$ cat src/rtl/mul_rr_arbiter.sv
// ---------------------------------------------------------------------------
// mul_rr_arbiter
//   Shares one external combinational multiplier between two requesters.
//   A three-state sequencer (IDLE -> CALC -> RESP) drives the multiplier
//   operands, captures the product one cycle later and presents it on the
//   shared response bus until the granted requester takes it. When both
//   requesters are valid, the one that was not served last wins.
//
// Ports
//   clk, rst                  clock, asynchronous active-high reset
//   req{0,1}_valid/ready      request handshake per requester
//   req{0,1}_a, req{0,1}_b    operands per requester (WIDTH bits)
//   rsp{0,1}_valid/ready      response handshake per requester
//   rsp_s                     registered product, shared by both responses
//   mul_a, mul_b, mul_s       registered operands to / product from multiplier
//   busy                      sequencer is not in IDLE
//   done0_cnt, done1_cnt      delivered responses per requester (wrapping)
// ---------------------------------------------------------------------------
module mul_rr_arbiter #(
   parameter int WIDTH = 4,
   parameter int CNTW  = 8
) (
   input  logic               clk,
   input  logic               rst,
   input  logic               req0_valid,
   output logic               req0_ready,
   input  logic [WIDTH-1:0]   req0_a,
   input  logic [WIDTH-1:0]   req0_b,
   input  logic               req1_valid,
   output logic               req1_ready,
   input  logic [WIDTH-1:0]   req1_a,
   input  logic [WIDTH-1:0]   req1_b,
   output logic               rsp0_valid,
   input  logic               rsp0_ready,
   output logic               rsp1_valid,
   input  logic               rsp1_ready,
   output logic [2*WIDTH-1:0] rsp_s,
   output logic [WIDTH-1:0]   mul_a,
   output logic [WIDTH-1:0]   mul_b,
   input  logic [2*WIDTH-1:0] mul_s,
   output logic               busy,
   output logic [CNTW-1:0]    done0_cnt,
   output logic [CNTW-1:0]    done1_cnt
);

   typedef enum logic [1:0] {
      IDLE = 2'd0,
      CALC = 2'd1,
      RESP = 2'd2
   } state_t;

   state_t state_r;
   logic   gnt_r;          // requester owning the transaction in flight
   logic   last_grant_r;   // requester served by the last completed response
   logic   any_valid_s;
   logic   win_s;          // 0 = requester 0 wins, 1 = requester 1 wins
   logic   rsp_fire_s;

   // Round-robin winner selection from the current request valids
   always_comb begin
      any_valid_s = req0_valid | req1_valid;
      win_s       = 1'b0;
      if (req0_valid && req1_valid) begin
         // contention: the requester not served last goes first
         win_s = ~last_grant_r;
      end else if (req1_valid) begin
         win_s = 1'b1;
      end else begin
         win_s = 1'b0;
      end
   end

   // Handshake outputs; readys only in IDLE and forced low while reset is held
   always_comb begin
      req0_ready = 1'b0;
      req1_ready = 1'b0;
      rsp0_valid = 1'b0;
      rsp1_valid = 1'b0;
      if (!rst && (state_r == IDLE) && any_valid_s) begin
         req0_ready = ~win_s;
         req1_ready = win_s;
      end else begin
         req0_ready = 1'b0;
         req1_ready = 1'b0;
      end
      if (!rst && (state_r == RESP)) begin
         rsp0_valid = ~gnt_r;
         rsp1_valid = gnt_r;
      end else begin
         rsp0_valid = 1'b0;
         rsp1_valid = 1'b0;
      end
      rsp_fire_s = (rsp0_valid & rsp0_ready) | (rsp1_valid & rsp1_ready);
      busy       = (state_r != IDLE);
   end

   // Sequencer: operand latch, product capture, response delivery, counters
   always_ff @(posedge clk or posedge rst) begin
      if (rst) begin
         state_r      <= IDLE;
         gnt_r        <= 1'b0;
         last_grant_r <= 1'b1;
         mul_a        <= '0;
         mul_b        <= '0;
         rsp_s        <= '0;
         done0_cnt    <= '0;
         done1_cnt    <= '0;
      end else begin
         case (state_r)
            IDLE: begin
               if (any_valid_s) begin
                  mul_a   <= win_s ? req1_a : req0_a;
                  mul_b   <= win_s ? req1_b : req0_b;
                  gnt_r   <= win_s;
                  state_r <= CALC;
               end else begin
                  state_r <= IDLE;
               end
            end
            CALC: begin
               rsp_s   <= mul_s;
               state_r <= RESP;
            end
            RESP: begin
               if (rsp_fire_s) begin
                  if (gnt_r) begin
                     done1_cnt <= done1_cnt + CNTW'(1);
                  end else begin
                     done0_cnt <= done0_cnt + CNTW'(1);
                  end
                  last_grant_r <= gnt_r;
                  state_r      <= IDLE;
               end else begin
                  state_r <= RESP;
               end
            end
            default: begin
               state_r <= IDLE;
            end
         endcase
      end
   end

endmodule

$ cat config.mk
export PLATFORM = sky130hd
export DESIGN_NAME = mul_rr_arbiter
export DESIGN_NICKNAME = d
export VERILOG_FILES = /design/src/rtl/mul_rr_arbiter.sv
export SDC_FILE = /design/constraint.sdc
export NUM_CORES = 1
export LEC_CHECK = 0
export CAP_MARGIN = 10
export CORE_MARGIN = 1
export CORE_UTILIZATION = 38
export CTS_BUF_LIST = sky130_fd_sc_hd__clkbuf_16
export DETAILED_ROUTE_END_ITERATION = 6
export PLACE_DENSITY = 0.75
export SLEW_MARGIN = 25
export SYNTH_ARGS = -nofsm -noshare
export SYNTH_HDL_FRONTEND = slang
export SYNTH_SLANG_ARGS = --single-unit
$ cat constraint.sdc
create_clock -name clk -period 1.4 [get_ports clk]
set_input_delay 0.28 -clock clk [delete_from_list [all_inputs] [get_ports clk]]
set_output_delay 0.28 -clock clk [all_outputs]
set_load 0.01 [all_outputs]
# ---- Word level (Yosys, flattened, before mapping)
# Cells that the tools add are included.
dict set report classes {
  n_addsub 2
  n_mul 0
  n_div 0
  n_lt_le_gt_ge 0
  eq_ne 2
  n_shift 0
  n_mux 11
  bitwise 7
  reduce_logical 11
}
# op count
set op_table {}
lappend op_table {{adder 8 x 1 -> 8 bit, second input constant} 2}
lappend op_table {{two-way mux 4 bit} 2}
lappend op_table {{two-way mux 1 bit} 7}
lappend op_table {{one-hot mux 2 bit (3 select lines)} 1}
lappend op_table {{AND reduction 3 bit} 2}
lappend op_table {{logical AND 1 bit} 4}
lappend op_table {{AND reduction 2 bit} 2}
lappend op_table {{NOT 1 bit} 3}
lappend op_table {{bitwise AND 1 bit} 2}
lappend op_table {{equality test 2 x 1 -> 1 bit, second input constant} 1}
lappend op_table {{equality test 2 bit, second input constant} 1}
lappend op_table {{zero test 2 bit} 1}
lappend op_table {{two-way mux 2 bit} 1}
lappend op_table {{OR 1 bit} 2}
lappend op_table {{nonzero test 2 bit} 1}
lappend op_table {{zero test 1 bit} 1}
dict set report word_totals {
  register_bits 36
  latchBits 0
  mem_bits_rw 0
  romBits 0
  out_inout_bits 37
  memories 0
}

# ---- Depth between registers and ports, before layout
dict set report logic_depth {
  ltp_word 7
  depth_mapped 4
}

# ---- Worst setup path after synthesis
# No wires, ideal clock.
dict set report synth_path {
  kind {register -> output}
  from {register state_r[0]}
  to {output port req0_ready}
  arrival_time_ps 1232
  path_slack_ps -112
  path_stages_with_launch 5
  cell_sequence {dfrtp_1 nor2_1 o21ai_0 buf_2 nor3_1}
}
dict set report synth_via {
  elab_chain_len 4
}
# item line_no
set synth_rtl {}
lappend synth_rtl {{start, declared} 52} ;# state_t state_r;
lappend synth_rtl {{start signal, assigned} 100} ;# state_r <= IDLE;
lappend synth_rtl {{start signal, assigned} 115} ;# state_r <= CALC;
lappend synth_rtl {{start signal, assigned} 117} ;# state_r <= IDLE;
lappend synth_rtl {{zero test 2 bit} 79} ;# if (!rst && (state_r == IDLE) && any_valid_s) begin
lappend synth_rtl {{logical AND 1 bit (2 in a row)} 79}
lappend synth_rtl {{two-way mux 1 bit} 79}
lappend synth_rtl {{end, declared} 26} ;# output logic req0_ready,
# Every way passes these cells.

# ---- Final worst setup path
dict set report layout_path {
  from {register state_r[0]}
  to {output port rsp1_valid}
}
dict set report layout_via {
  elab_chain_len 3
}
# item line_no
set layout_rtl {}
lappend layout_rtl {{equality test 2 bit} 86} ;# if (!rst && (state_r == RESP)) begin
lappend layout_rtl {{logical AND 1 bit} 86}
lappend layout_rtl {{two-way mux 1 bit} 86}
lappend layout_rtl {{end, declared} 35} ;# output logic rsp1_valid,
# Every way passes these cells.

==> results by group <==
STA
  • Max Clock Skew: 3.98 ps
  • Setup violators final: 25
  • Relative slew slack: 83.4%
  • Hold Violations, Final: 0
  • Worst Tran Pin Value: 248 ps
  • Worst setup slack after layout: -150 ps
  • Achievable clock frequency: 645 MHz
  • Minimum period implied by the final worst setup slack: 1550 ps
  • Final max-slew violation count: 0
  • RSZ-0062 raised after global routing: yes
  • Fin Setup TNS: -1880 ps
  • Worst hold margin: 460 ps
  • Post-route clock period utilization: 111%

CTS
  • Cell at the root of the clock tree: clkbuf_16
  • Total clock buffers created by CTS: 5
  • Buffer depth of the longest clock path: 2
  • Clock tree from TritonCTS: built
  • Insertion delay to the later sink of the worst-skew pair: 270 ps
  • Clock-pin slew reported for the worst setup and hold paths after clock tree synthesis: 50 ps
  • Depth of the CTS H-tree: 2
  • Quantity of hold-fixing buffers added after cts: 0
  • CTS sink count: 36

Finish
  • Final Instance Count excl. Fillers: 266
  • Final core utilization: 69.0%
  • Antenna diodes: 0
  • Total number of nets in the final design: 247
  • Proportion of layout cells with a drive suffix above 1: 38.9%
  • Area overhead of the layout relative to synthesis: 71.2%
  • Post-Layout Inst Area: 2820 um^2
  • Top library cells by usage in the layout, fill and taps aside: dfrtp_1, dlygate4sd2_1, clkdlybuf4s50_1, mux2_2, buf_4
  • Final-layout fill cell count: 313

Logic synthesis
  • Cell area after synthesis: 1650 um^2
  • Portion of synthesized cell area occupied by the leading cell type: 53.2%
  • Number of nets in the synthesized netlist: 154
  • Mapped Avg Cell Area: 13.5 um^2
  • Sequential-to-total area share from yosys stat: 54.8%
  • Seq cells post-synth: 36
  • Mapped Cells: 122
  • Distinct cell type count after synthesis: 28
  • Top cell type by total area after synthesis: dfrtp_1
  • Number of warnings reported in the yosys synthesis log: 0
  • Most area-consuming cells after synthesis: dfrtp_1, mux2_2, xnor2_1

Floorplan
  • Die Height: 67.8 um
  • Area of the core: 4090 um^2
  • Number of placement rows: 23
  • I/O pins: 67
  • Initial standard-cell utilization of the core: 40.3%
  • Die Area: 4600 um^2
  • Die Width: 67.8 um

Global routing
  • Via count of the first global-routing pass: 1,308
  • Maximum number of pins on one net before global-route repair: 20
  • Wire length of the first global-routing pass: 6000 um
  • Met2 routing resource usage after global routing: 30.6%
  • Aggregate global-route resource usage: 17.9%
  • Number of antenna violations at the first check in global routing: 0
  • Met1 demand-to-capacity share in global routing: 21.5%
  • Total congestion overflow after global routing: 0
  • GR Util met3: 6.00%
  • Busiest layer in global routing: met2

Power and ir drop
  • Total power divided by cell area: 1740 nW/um^2
  • Worst vdd ir: 1.20 mV
  • Post-layout total power: 4.90 mW
  • Pleak: 1.38 nW

Setup path
  • Worst setup EP type: output port
  • Cell class contributing the biggest share of worst-path delay: flip-flops
  • Delay contributed by the slowest stage of the critical path: 420 ps
  • FF-to-FF setup slack: -120 ps
  • Cell with the biggest individual delay on the critical path: dfrtp_1
  • Cell chain of the critical path: buf_6 -> and4bb_2 -> buf_6
  • Critical path buffer and inverter count: 2
  • Worst Path Max Fanout: 4
  • Kind of start point of the critical path: flop
  • Type of the setup path with the least slack: flop to output port
  • Arrival time at the worst endpoint: 1270 ps
  • Most common cell type on the critical path: buf_6
  • Data required time of the worst path: 1120 ps

Place
  • Count of port buffers added during placement: 66
  • Sum of net half-perimeters after detailed placement: 2830 um
  • Placed Area: 2510 um^2
  • Pre-CTS WS: -628 ps
  • Cell Count Post-Placement: 253
  • Final estimated routing congestion in global placement: 0.791

Run status
  • Failing checks: setup timing
  • Run status: finished, violations left

Detailed routing
  • DR vias/cell: 4.91
  • Detailed-route DRC error count: 0
  • Wire length per cell after detailed routing: 14.5 um
  • TritonRoute pass-1 iters: 4
  • Via count: 1,307
  • DRC violation total after the first TritonRoute iteration: 18
  • Post-DRT Antenna Nets: 0
  • Drt total wl: 3860 um

Job
  • Max cap viols: 0

Hold path
  • Path type of the worst min-delay path: flop to flop
==> flip-flops by register name (all words and copies together), names as in the netlist <==
| register | flops |
|---|---|
| rsp_s | 8 |
| mul_a | 4 |
| done1_cnt | 8 |
| gnt_r | 1 |
| mul_b | 4 |
| done0_cnt | 8 |
| last_grant_r | 1 |
| state_r | 2 |
==> what timing repair did <==
item / in CTS / in global routing
endpoints found under the hold margin: 0 / 0
endpoints found under the setup margin: 62 / 29
gates resized for setup: 82 / 15
buffers inserted: 6 / 2
pin swaps: 6 / 11
==> report_power, final <==
| group | switching, mW | internal, mW |
|---|---|---|
| logic | 0.861 | 1.30 |
| registers | 0.302 | 1.44 |
| clock network | 0.362 | 0.638 |
==> final cells by class <==
class	instances	area (um^2)	share of cell area [%]
sequential	36	902	32.0
multi-input combinational	79	867	30.8
timing repair buffer	90	840	29.8
clock buffer	5	125	4.44
tap	50	62.6	2.22
clock inverter	3	11.3	0.399
inverter	3	11.3	0.399
==> Yosys cell counts (all sizes together) <==
cell type and count:
dfrtp 35, mux2 26, xnor2 14, nand3 7, and3 5, nand4 5
buf 4, inv 3, a22o 2, and2 2, ha 2, nand2 2
nor2b 2, nor3 2, o21ai 2, a21bo 1, a21boi 1, and4 1
and4bb 1, dfstp 1, mux2i 1, nand2b 1, nor2 1, nor4b 1
==> worst paths after layout <==
kind                           endpoint  depth (start not counted)         start
setup / recovery             rsp1_valid                          3    state_r[0]
hold / removal             done1_cnt[7]                          1  done1_cnt[7]
setup reg to reg               mul_b[3]                          4  last_grant_r
hold reg to reg            done1_cnt[7]                          1  done1_cnt[7]
max in group asynchronous      rsp_s[5]                          4           rst
min in group asynchronous  last_grant_r                          3           rst
==> worst reg2reg max path, stage by stage (launching register included) <==
cell	delay (ps)
dfstp_2	550
a21bo_4	140
buf_8	140
mux2_4	310
mux2_2	260
==> logic make-up (layout without fill, tap and decap cells) <==
| kind of cell | Yosys count | in the layout | synth area share [%] |
|---|---|---|---|
| flip-flops | 36 | 36 | 54.8 |
| AND/OR/NAND/NOR | 30 | 30 | 12.3 |
| multiplexers | 27 | 27 | 18.6 |
| XOR/XNOR | 14 | 14 | 7.45 |
| buffers and inverters | 7 | 101 | 2.43 |
| AO/OA/AOI/OAI | 6 | 6 | 2.89 |
| adder cells (fa/ha/maj) | 2 | 2 | 1.52 |
==> per-layer routing <==
layer	vias up	share of wire (%)
li1	624	-
met5	-	0
met4	0	0.52
met3	2	8.7
met1	624	42
met2	57	48
No activity file was read; power rests on OpenSTA's default activity.
